## src/rtl/cla8_pkg.sv

```systemverilog
// Shared types and defaults for the CLA8 operation sequencer.
package cla8_pkg;

  typedef enum logic [1:0] {
    IDLE,
    SETTLE,
    RESP
  } seq_state_e;

  localparam int CLA8_WIDTH          = 8;
  localparam int CLA8_SETTLE_DEFAULT = 2;
  localparam int CLA8_CNT_W          = 4;

  // Counter preload: capture happens on the edge where cnt reaches zero.
  function automatic logic [CLA8_CNT_W-1:0] settle_load(input int settle);
    return CLA8_CNT_W'(settle - 1);
  endfunction

endpackage

```

## src/rtl/cla8_seq_checker.sv

```systemverilog
// Behavioural reference add; flags a mismatch against the gate-level CLA result.
module cla8_seq_checker #(
  parameter int WIDTH = 8
) (
  input  logic [WIDTH-1:0] a,
  input  logic [WIDTH-1:0] b,
  input  logic             cin,
  input  logic [WIDTH-1:0] sum,
  input  logic             cout,
  output logic             mismatch
);

  logic [WIDTH:0] ref_res;

  assign ref_res  = {1'b0, a} + {1'b0, b} + {{WIDTH{1'b0}}, cin};
  assign mismatch = ({cout, sum} != ref_res);

endmodule

```

## src/rtl/cla8_op_sequencer.sv

```systemverilog
// Transaction front end for the combinational CLA: launch operands, wait settle, capture.
// Optional result checker built when CLA8_SEQ_CHECK_EN is defined.
module cla8_op_sequencer
  import cla8_pkg::*;
#(
  parameter int WIDTH         = CLA8_WIDTH,
  parameter int SETTLE_CYCLES = CLA8_SETTLE_DEFAULT
) (
  input  logic             clk,
  input  logic             rst,
  input  logic             req_valid,
  output logic             req_ready,
  input  logic [WIDTH-1:0] req_a,
  input  logic [WIDTH-1:0] req_b,
  input  logic             req_cin,
  output logic [WIDTH-1:0] cla_a,
  output logic [WIDTH-1:0] cla_b,
  output logic             cla_cin,
  input  logic [WIDTH-1:0] cla_sum,
  input  logic             cla_cout,
  output logic             rsp_valid,
  input  logic             rsp_ready,
  output logic [WIDTH-1:0] rsp_sum,
  output logic             rsp_cout,
  output logic             rsp_err,
  output logic             err_sticky,
  output logic             busy
);

  seq_state_e            state;
  logic [CLA8_CNT_W-1:0] cnt;
  logic                  mismatch;

`ifdef CLA8_SEQ_CHECK_EN
  cla8_seq_checker #(.WIDTH(WIDTH)) u_chk (
    .a        (cla_a),
    .b        (cla_b),
    .cin      (cla_cin),
    .sum      (cla_sum),
    .cout     (cla_cout),
    .mismatch (mismatch)
  );
`else
  assign mismatch = 1'b0;
`endif

  assign req_ready = (state == IDLE) && !rst;
  assign busy      = (state != IDLE);

  // cla_* only load on accept so the CLA inputs never toggle between transactions.
  always_ff @(posedge clk or posedge rst) begin
    if (rst) begin
      state      <= IDLE;
      cnt        <= '0;
      cla_a      <= '0;
      cla_b      <= '0;
      cla_cin    <= 1'b0;
      rsp_valid  <= 1'b0;
      rsp_sum    <= '0;
      rsp_cout   <= 1'b0;
      rsp_err    <= 1'b0;
      err_sticky <= 1'b0;
    end else begin
      case (state)
        IDLE: begin
          if (req_valid) begin
            cla_a   <= req_a;
            cla_b   <= req_b;
            cla_cin <= req_cin;
            cnt     <= settle_load(SETTLE_CYCLES);
            state   <= SETTLE;
          end
        end
        SETTLE: begin
          if (cnt == '0) begin
            rsp_sum    <= cla_sum;
            rsp_cout   <= cla_cout;
            rsp_err    <= mismatch;
            err_sticky <= err_sticky | mismatch;
            rsp_valid  <= 1'b1;
            state      <= RESP;
          end else begin
            cnt <= cnt - 1'b1;
          end
        end
        RESP: begin
          if (rsp_ready) begin
            rsp_valid <= 1'b0;
            state     <= IDLE;
          end
        end
        default: state <= IDLE;
      endcase
    end
  end

endmodule

```

## config.mk

```make
export PLATFORM = sky130hd
export DESIGN_NAME = cla8_op_sequencer
export DESIGN_NICKNAME = d
export VERILOG_FILES = /design/src/rtl/cla8_pkg.sv /design/src/rtl/cla8_seq_checker.sv /design/src/rtl/cla8_op_sequencer.sv
export SDC_FILE = /design/constraint.sdc
export NUM_CORES = 1
export LEC_CHECK = 0
export BUFFER_PORTS_ARGS = -buffer_cell sky130_fd_sc_hd__buf_2
export CAP_MARGIN = 20
export CORE_UTILIZATION = 48
export CTS_BUF_LIST = sky130_fd_sc_hd__clkbuf_2
export CTS_CLUSTER_DIAMETER = 150
export DETAILED_ROUTE_END_ITERATION = 12
export PLACE_DENSITY = 0.92
export RECOVER_POWER = 25
export SETUP_SLACK_MARGIN = 0.02
export SYNTH_ARGS = -nofsm -noshare
export SYNTH_HDL_FRONTEND = slang
export SYNTH_HIERARCHICAL = 1
export SYNTH_SLANG_ARGS = --single-unit
```

## constraint.sdc

```tcl
create_clock -name clk -period 1.7 [get_ports clk]
set_input_delay 0.085 -clock clk [delete_from_list [all_inputs] [get_ports clk]]
set_output_delay 0.085 -clock clk [all_outputs]
set_load 0.02 [all_outputs]
```

==> results.py, run 1 <==
metrics = {
    "grt": {
        "grt_util_all_layers": 0.247,
        "grt_pass1_wl_mm": 5.66,
        "grt_pass1_vias": 1309,
        "grt_max_degree": 34,
        "overflow": 0,
        "antenna_found_initial": 0,
    },
    "place": {
        "dp_hpwl_mm": 2.09,
        "routabilityCongestion": 0.784,
        "io_buffers": 58,
    },
    "logic_synthesis": {
        "async_flop_share": 1.00,
        "synth_commonest_cells": "dfrtp_1 (33), mux2_2 (26), inv_1 (5)",
        "synthFlopType": "dfrtp_1",
        "ys_seq_area_frac": 0.595,
        "ys_ff_latch": 33,
        "yosysMostFrequentCell": "dfrtp_1",
        "syn_area_sq_um": 1390,
        "netlist.area_leader.share": 0.595,
        "postSynthCellCount": 99,
        "synthTopCellsByArea": "dfrtp_1 (59%), mux2_2 (21%), ha_1 (1.8%)",
        "netlist-cell-type-count": 27,
        "avgSynthCellArea_sq_um": 14.0,
        "synth_largest_area_cell": "dfrtp_1",
        "yosys_warnings": 6,
        "synth-edff-count": 0,
    },
    "worst_setup_path": {
        "end_kind": "flip-flop",
        "start_kind": "flip-flop",
        "worst_r2r_endpoint": "rsp_sum[4]",
        "crit_type": "reg -> reg",
        "r2r_slack_ps": 60,
        "rr_worst_depth": 6,
        "cp_data_arrival_time_ps": 1900,
        "crit_fanout": 10,
        "r2r_start": "cnt[0]",
        "crit_required_ps": 1970,
    },
    "routing": {
        "drt_iter0_markers": 31,
        "wl_mm": 3.56,
        "wl_per_cell_microns": 15.8,
        "viasPerCell": 5.12,
        "final_antenna_net_count": 0,
        "num_vias": 1151,
        "drc": 0,
        "dr.pass1.iters": 4,
    },
    "timing": {
        "setup_tns_ps": 0,
        "drv_slew": 0,
        "fin_crit_ps": 1640,
        "finalClockSkew_ps": 26.4,
        "worst_hold_slack_ps": 29.9,
        "achievable-frequency_ghz": 0.610,
        "worst_slew_pin_slew_ps": 788,
        "period_share": 0.964,
        "setup_viol": 0,
        "final-hold-violation-count": 0,
        "slew-limit-headroom": 0.474,
    },
    "power_and_ir_drop": {
        "p_per_area_nw_per_um2": 1810,
        "internal-power_uw": 2160,
        "p_sw_uw": 1560,
        "leakage_uw": 0.00102,
        "pwr-share-comb": 0.516,
        "switching_share": 0.419,
        "clkPwrFrac": 0.093,
        "peakVddDrop_mv": 1.61,
        "p_seq_frac": 0.390,
    },
    "floorplanning": {
        "rows": 19,
        "core_region_area_sq_um": 2760,
        "die_area_sq_um": 3110,
        "die_w_microns": 55.8,
        "dieHeight_microns": 55.8,
        "io_pins": 61,
        "start_util": 0.504,
    },
    "status": {
        "status": "completed",
    },
    "clock_tree": {
        "clkSinkCount": 33,
        "insertion_delay_ps": 380,
        "cts_tree": "built",
        "cts-root-buf": "clkbuf_2",
        "cts_max_path_buffers": 2,
        "clk_pin_slew_ps": 150,
        "cts_inserted_buffers": 5,
        "htree_levels": 2,
    },
    "layout": {
        "insertedDiodeCount": 0,
        "fillers": 183,
        "syn2layout_area_growth_pct": 47.8,
        "drive_gt1_frac": 0.521,
        "nets": 226,
        "seq_area_sq_um": 826,
        "multi_input_comb_area_sq_um": 531,
    },
    "worst_hold_path": {
        "holdPathStages": 3,
        "hold_path.class": "in -> reg",
        "hold_end": "state[1]",
        "min_from": "rsp_ready",
    },
    "flow_run": {
        "cap_viol_max_count": 0,
    },
}
timing repair:
item,CTS,global route
resized for setup,0,5
endpoints found under the setup margin,0,13
setup buffers,0,3
hold buffers,27,0
hold endpoints to repair,59,0
registers in the layout (all words and copies together), names as in the netlist:
signal and flops:
cla_a 8, rsp_valid 1, cla_cin 1, rsp_cout 1, cla_b 8, cnt 4, state 2, rsp_sum 8
kinds of logic (layout without fill, tap and decap cells):
family          after synthesis  count (layout)  share of synthesized area
buf+inv                       9             103                     0.0360
mux                          26              26                      0.211
flops                        33              33                      0.595
compound gates               12              12                     0.0532
other cells                   1               2                    0.00270
fa+ha+maj                     2               2                     0.0180
simple gates                 16              16                     0.0847
metal layers:
layer,up-vias,track usage,part of all wire
li1,530,-,-
met1,556,0.229,0.33
met2,55,0.478,0.59
met3,10,0.0837,0.052
met4,0,0.111,0.029
met5,-,0,0
placed cells by master (no fill, tap or decap), types with 3 or more instances in the layout:
| master | instances |
|---|---|
| buf_4 | 4 |
| clkbuf_2 | 7 |
| inv_1 | 4 |
| a21oi_1 | 4 |
| mux2_2 | 26 |
| o21ai_0 | 4 |
| dfrtp_1 | 33 |
| dlygate4sd3_1 | 27 |
| nor2_1 | 3 |
| buf_2 | 57 |
power groups by stage:
stage,clock (uW),combinational (uW),sequential [uW]
3_5_place_dp,0,1750,1440
2_1_floorplan,0,800,1810
4_1_cts,345,1790,1430
3_3_place_gp,0,1660,1400
6_report,347,1920,1450
5_1_grt,403,2050,1500
area by class of cell:
cell class,instances,share of cell area
tap,31,0.0189
sequential,33,0.402
clock buffer,6,0.0146
inverter,5,0.00914
multi-input combinational,58,0.258
timing repair buffer,91,0.295
clock inverter,1,0.00183
critical path, stage by stage, from the launching register on:
cell and delay [ps]:
dfrtp_1 430, inv_1 120, ha_1 180, nand4bb_1 170, nor2_2 140, buf_6 160
mux2_2 350
worst max path at each step:
stage                       from         end  cells after the start
after global routing      cnt[0]  rsp_sum[4]                      6
after detailed placement  cnt[0]      cnt[0]                      5
after global placement    cnt[0]      cnt[0]                      5
after CTS                 cnt[0]      cnt[0]                      5
after floorplan           cnt[0]    rsp_cout                      5
final                     cnt[0]  rsp_sum[4]                      6
stage by stage:
step | area, sq um | total power (uW) | util | setup WS (ps) | instances
3_3_place_gp | 1710 | 3070 | 0.621 | 155 | 188
6_report | 2050 | 3720 | 0.745 | 61.4 | 225
3_5_place_dp | 1710 | 3180 | 0.621 | 84.1 | 188
2_1_floorplan | 1390 | 2610 | - | 150 | 100
5_1_grt | 2050 | 3950 | 0.745 | -16.6 | 225
4_1_cts | 2020 | 3560 | 0.731 | 57.5 | 222
(Power assumes the default switching activity.)
==> run 2, diff against run 1 <==
--- a/config.mk
+++ b/config.mk
@@ -7,6 +7,7 @@
 export LEC_CHECK = 0
 export BUFFER_PORTS_ARGS = -buffer_cell sky130_fd_sc_hd__buf_2
 export CAP_MARGIN = 20
+export CORE_MARGIN = 10
 export CORE_UTILIZATION = 48
 export CTS_BUF_LIST = sky130_fd_sc_hd__clkbuf_2
 export CTS_CLUSTER_DIAMETER = 150
==> results.py, run 2 (synthesized netlist as in run 1, its figures left out) <==
metrics = {
    "grt": {
        "overflow": 0,
        "grt_pass1_vias": 1276,
        "antenna_found_initial": 0,
        "grt_pass1_wl_mm": 6.15,
        "grt_util_all_layers": 0.142,
        "grt_max_degree": 18,
    },
    "timing": {
        "worst_slew_pin_slew_ps": 625,
        "setup_tns_ps": 0,
        "final-hold-violation-count": 0,
        "achievable-frequency_ghz": 0.598,
        "fin_crit_ps": 1670,
        "slew-limit-headroom": 0.583,
        "finalClockSkew_ps": 12.5,
        "setup_viol": 0,
        "drv_slew": 0,
        "period_share": 0.984,
    },
    "worst_hold_path": {
        "hold_path.class": "in -> reg",
    },
    "place": {
        "routabilityCongestion": 0.700,
        "dp_hpwl_mm": 2.58,
        "io_buffers": 58,
    },
    "worst_setup_path": {
        "crit_type": "reg -> reg",
        "crit_fanout": 5,
        "crit_path_max_incr_delay_ps": 460,
        "path_cells": "inv_2, ha_4, nand4bb_1, nor2_2, buf_6, mux2_2",
        "crit_slowest_cell": "dfrtp_1",
        "crit_required_ps": 1940,
        "cp_data_arrival_time_ps": 1910,
        "end_kind": "flip-flop",
        "start_kind": "flip-flop",
    },
    "routing": {
        "final_antenna_net_count": 0,
        "viasPerCell": 5.19,
        "wl_mm": 4.07,
        "dr.pass1.iters": 4,
        "drt_iter0_markers": 48,
        "num_vias": 1189,
        "drc": 0,
        "wl_per_cell_microns": 17.8,
    },
    "layout": {
        "layout_common_cells": "buf_2 (58), dfrtp_1 (33), dlygate4sd3_1 (27)",
        "drive_gt1_frac": 0.545,
        "fillers": 160,
        "seq_area_sq_um": 826,
        "insertedDiodeCount": 0,
        "multi_input_comb_area_sq_um": 537,
        "syn2layout_area_growth_pct": 52.4,
        "final_common_cell": "buf_2",
        "top_regs": "cla_a (8), cla_b (8), rsp_sum (8)",
        "nets": 229,
    },
    "floorplanning": {
        "io_pins": 61,
        "start_util": 0.504,
        "core_region_area_sq_um": 2760,
        "die_area_sq_um": 5440,
        "rows": 19,
        "dieHeight_microns": 73.8,
        "die_w_microns": 73.8,
    },
    "clock_tree": {
        "clk_pin_slew_ps": 170,
        "cts_max_path_buffers": 2,
        "htree_levels": 2,
        "insertion_delay_ps": 340,
        "clkSinkCount": 33,
        "cts-root-buf": "clkbuf_2",
        "cts_inserted_buffers": 5,
        "cts_tree": "built",
    },
    "flow_run": {
        "cap_viol_max_count": 0,
    },
    "power_and_ir_drop": {
        "fin_total_pwr_uw": 3940,
        "leakage_uw": 0.00105,
        "p_per_area_nw_per_um2": 1860,
        "peakVddDrop_mv": 1.36,
    },
    "status": {
        "status": "completed",
    },
}
[run 2: timing repair]
item                                    4_1_cts  5_1_grt
endpoints found under the setup margin        0       14
hold buffers                                 27        0
gates resized for setup                       0        9
setup buffers                                 0        4
endpoints found under the hold margin        42        0
[run 2: through the flow]
stage | std cells | area, sq um | utilization | hold WS, ps | worst slack [ps]
global placement | 189 | 1730 | 0.628 | 212 | 157
floorplan | 100 | 1390 | - | 214 | 150
detailed placement | 189 | 1730 | 0.628 | 219 | 44.3
finish | 229 | 2120 | 0.768 | 52.6 | 27.4
CTS | 224 | 2070 | 0.750 | 35.6 | 26.1
global route | 229 | 2120 | 0.768 | 20.8 | -35.3
[run 2: worst max-delay path: cells and delay by family (launching register included)]
family / cells / cell delay, ps
AND/OR/NAND/NOR: 2 / 390
adder cells (fa/ha/maj): 1 / 130
buffers and inverters: 2 / 250
flip-flops: 1 / 460
multiplexers: 1 / 330
[run 2: final timing paths]
path,slack [ps],from,cells past startpoint,end
min,50,rsp_ready,3,state[1]
max in group asynchronous,510,rst,4,cla_cin
max reg2reg,30,cnt[0],6,rsp_sum[6]
min reg2reg,520,rsp_cout,1,rsp_cout
min in group asynchronous,350,rst,3,cnt[2]
max,30,cnt[0],6,rsp_sum[6]
[run 2: final cells by class]
type	instances	share of cell area
multi-input cells	58	0.254
flip-flops and latches	33	0.390
clock buffers	6	0.0142
repair buffers	94	0.299
inverters	5	0.00887
well taps	31	0.0183
clock inverters	2	0.0160
[run 2: report_power, final]
group          internal [uW]  switching [uW]  leakage, uW
Clock                    252             256    0.0000406
Combinational            928            1080     0.000616
Sequential              1170             249     0.000392
[run 2: metal layers]
layer / vias up / GRT usage / routed length (microns) / share of wire
met5: - / 0 / 0 / 0
met4: 0 / 0.0248 / 15 / 0.0037
met3: 4 / 0.0606 / 333 / 0.082
met2: 55 / 0.269 / 2340 / 0.57
met1: 589 / 0.140 / 1390 / 0.34
li1: 541 / - / - / -
==> run 3, diff against run 2 <==
--- a/config.mk
+++ b/config.mk
@@ -14,7 +14,7 @@
 export DETAILED_ROUTE_END_ITERATION = 12
 export PLACE_DENSITY = 0.92
 export RECOVER_POWER = 25
-export SETUP_SLACK_MARGIN = 0.02
+export SETUP_SLACK_MARGIN = 0.3
 export SYNTH_ARGS = -nofsm -noshare
 export SYNTH_HDL_FRONTEND = slang
 export SYNTH_HIERARCHICAL = 1
==> results.py, run 3 (synthesized netlist as in run 1, its figures left out) <==
metrics = {
    "routing": {
        "final_antenna_net_count": 0,
        "viasPerCell": 5.57,
        "dr.pass1.iters": 4,
        "drc": 0,
        "num_vias": 1337,
        "wl_mm": 5.89,
        "drt_iter0_markers": 67,
        "wl_per_cell_microns": 24.5,
    },
    "layout": {
        "syn2layout_area_growth_pct": 74.1,
        "final_common_cell": "buf_2",
        "stdcell_count": 240,
        "finalInstanceArea_sq_um": 2420,
        "fillers": 112,
        "top_regs": "cla_a (8), cla_b (8), rsp_sum (8)",
        "nets": 239,
        "drive_gt1_frac": 0.596,
        "layout_common_cells": "buf_2 (56), dfrtp_1 (33), dlygate4sd3_1 (28)",
    },
    "clock_tree": {
        "cts_max_path_buffers": 2,
        "insertion_delay_ps": 390,
        "cts-root-buf": "clkbuf_2",
        "htree_levels": 2,
        "clkSinkCount": 33,
        "cts_inserted_buffers": 5,
        "clk_pin_slew_ps": 200,
        "cts_tree": "built",
    },
    "place": {
        "routabilityCongestion": 0.851,
        "placed_area_sq_um": 1740,
        "pre_cts_ws_ps": 54.6,
        "place_inst": 188,
        "io_buffers": 58,
        "dp_hpwl_mm": 2.66,
    },
    "power_and_ir_drop": {
        "switching_share": 0.411,
        "p_per_area_nw_per_um2": 2010,
        "leakage_uw": 0.00122,
        "internal-power_uw": 2860,
        "pwr-share-comb": 0.586,
        "clkPwrFrac": 0.110,
        "p_seq_frac": 0.304,
        "peakVddDrop_mv": 1.66,
        "p_sw_uw": 2000,
    },
    "timing": {
        "worst_hold_slack_ps": 69.1,
        "fin_ws_ps": 72.0,
        "worst_slew_pin_slew_ps": 833,
        "achievable-frequency_ghz": 0.614,
        "setup_viol": 0,
        "finalClockSkew_ps": 26.0,
        "grt_setup_unrepaired": "true",
        "period_share": 0.958,
        "drv_slew": 0,
        "fin_crit_ps": 1630,
        "setup_tns_ps": 0,
        "final-hold-violation-count": 0,
        "slew-limit-headroom": 0.445,
    },
    "worst_setup_path": {
        "crit_type": "reg -> reg",
        "crit_required_ps": 1980,
        "crit_path_max_incr_delay_ps": 440,
        "start_kind": "flip-flop",
        "cp_data_arrival_time_ps": 1900,
        "end_kind": "flip-flop",
        "crit_slowest_cell": "dfrtp_1",
        "path_cells": "inv_2, ha_4, nand4bb_4, nor2_4, buf_6, buf_12, mux2_4",
        "crit_fanout": 5,
    },
    "grt": {
        "grt_pass1_vias": 1448,
        "busiest_layer": "met2",
        "use_met1": 0.185,
        "antenna_found_initial": 1,
        "met3_usage": 0.0808,
        "grt_util_all_layers": 0.188,
        "grt_pass1_wl_mm": 7.62,
        "grt_max_degree": 34,
        "grt_util_met2": 0.319,
        "overflow": 0,
    },
    "floorplanning": {
        "io_pins": 61,
        "die_area_sq_um": 5440,
        "core_region_area_sq_um": 2760,
        "die_w_microns": 73.8,
        "start_util": 0.504,
        "dieHeight_microns": 73.8,
        "rows": 19,
    },
    "flow_run": {
        "cap_viol_max_count": 0,
    },
    "worst_hold_path": {
        "hold_path.class": "in -> reg",
    },
    "status": {
        "status": "completed",
    },
}
## run 3: cell count changes in the layout (fill, tap and decap cells not counted), sizes merged
cell,change
diode,+1
buf,+7
clkbuf,+2
dlygate4sd3,+1
## run 3: power groups by stage
stage	clock network [uW]	registers, uW	logic, uW
floorplan	0	1820	839
finish	533	1480	2850
detailed placement	0	1420	1860
CTS	526	1400	2370
global placement	0	1390	1770
global route	562	1510	2970
## run 3: critical path, delay by kind of cell, from the launching register on
kind	cells	cell delay [ps]
muxes	1	310
adders and majority gates	1	150
DFF	1	440
and+or+nand+nor	2	290
buffers and inverters	3	320
## run 3: metrics by stage
step | utilization | total power [uW]
after floorplan | - | 2660
after global placement | 0.629 | 3160
after detailed placement | 0.629 | 3280
after CTS | 0.825 | 4300
after global routing | 0.877 | 5040
final | 0.877 | 4860
## run 3: layer usage
| layer | up-vias | share of wire |
|---|---|---|
| met3 | 26 | 0.079 |
| met1 | 664 | 0.35 |
| li1 | 561 | - |
| met5 | - | 0 |
| met2 | 86 | 0.51 |
| met4 | 0 | 0.053 |
## run 3: path summary, 6_finish.rpt
path / to / cells past startpoint / slack, ps / from
max reg2reg: rsp_sum[4] / 7 / 70 / cnt[0]
min: state[0] / 3 / 70 / req_valid
min reg2reg: cla_a[1] / 1 / 530 / cla_a[1]
max in group asynchronous: rsp_sum[3] / 4 / 650 / rst
min in group asynchronous: state[0] / 4 / 510 / rst
max: rsp_sum[4] / 7 / 70 / cnt[0]
## run 3: timing repair
| action | 4_1_cts | 5_1_grt |
|---|---|---|
| pin swaps | 6 | 5 |
| resized for setup | 20 | 22 |
| endpoints found under the hold margin | 59 | 1 |
| endpoints found under the setup margin | 31 | 28 |
| hold buffers | 27 | 1 |
| cloned | 1 | 1 |
| setup buffers | 9 | 4 |
## run 3: final cells by class
cell class	count	area (sq um)	share of cell area
inverters	5	18.8	0.00776
well taps	31	38.8	0.0160
repair buffers	104	778	0.322
clock inverters	2	33.8	0.0140
multi-input cells	58	689	0.285
clock buffers	6	30.0	0.0124
diodes	1	2.50	0.00104
flip-flops and latches	33	826	0.342
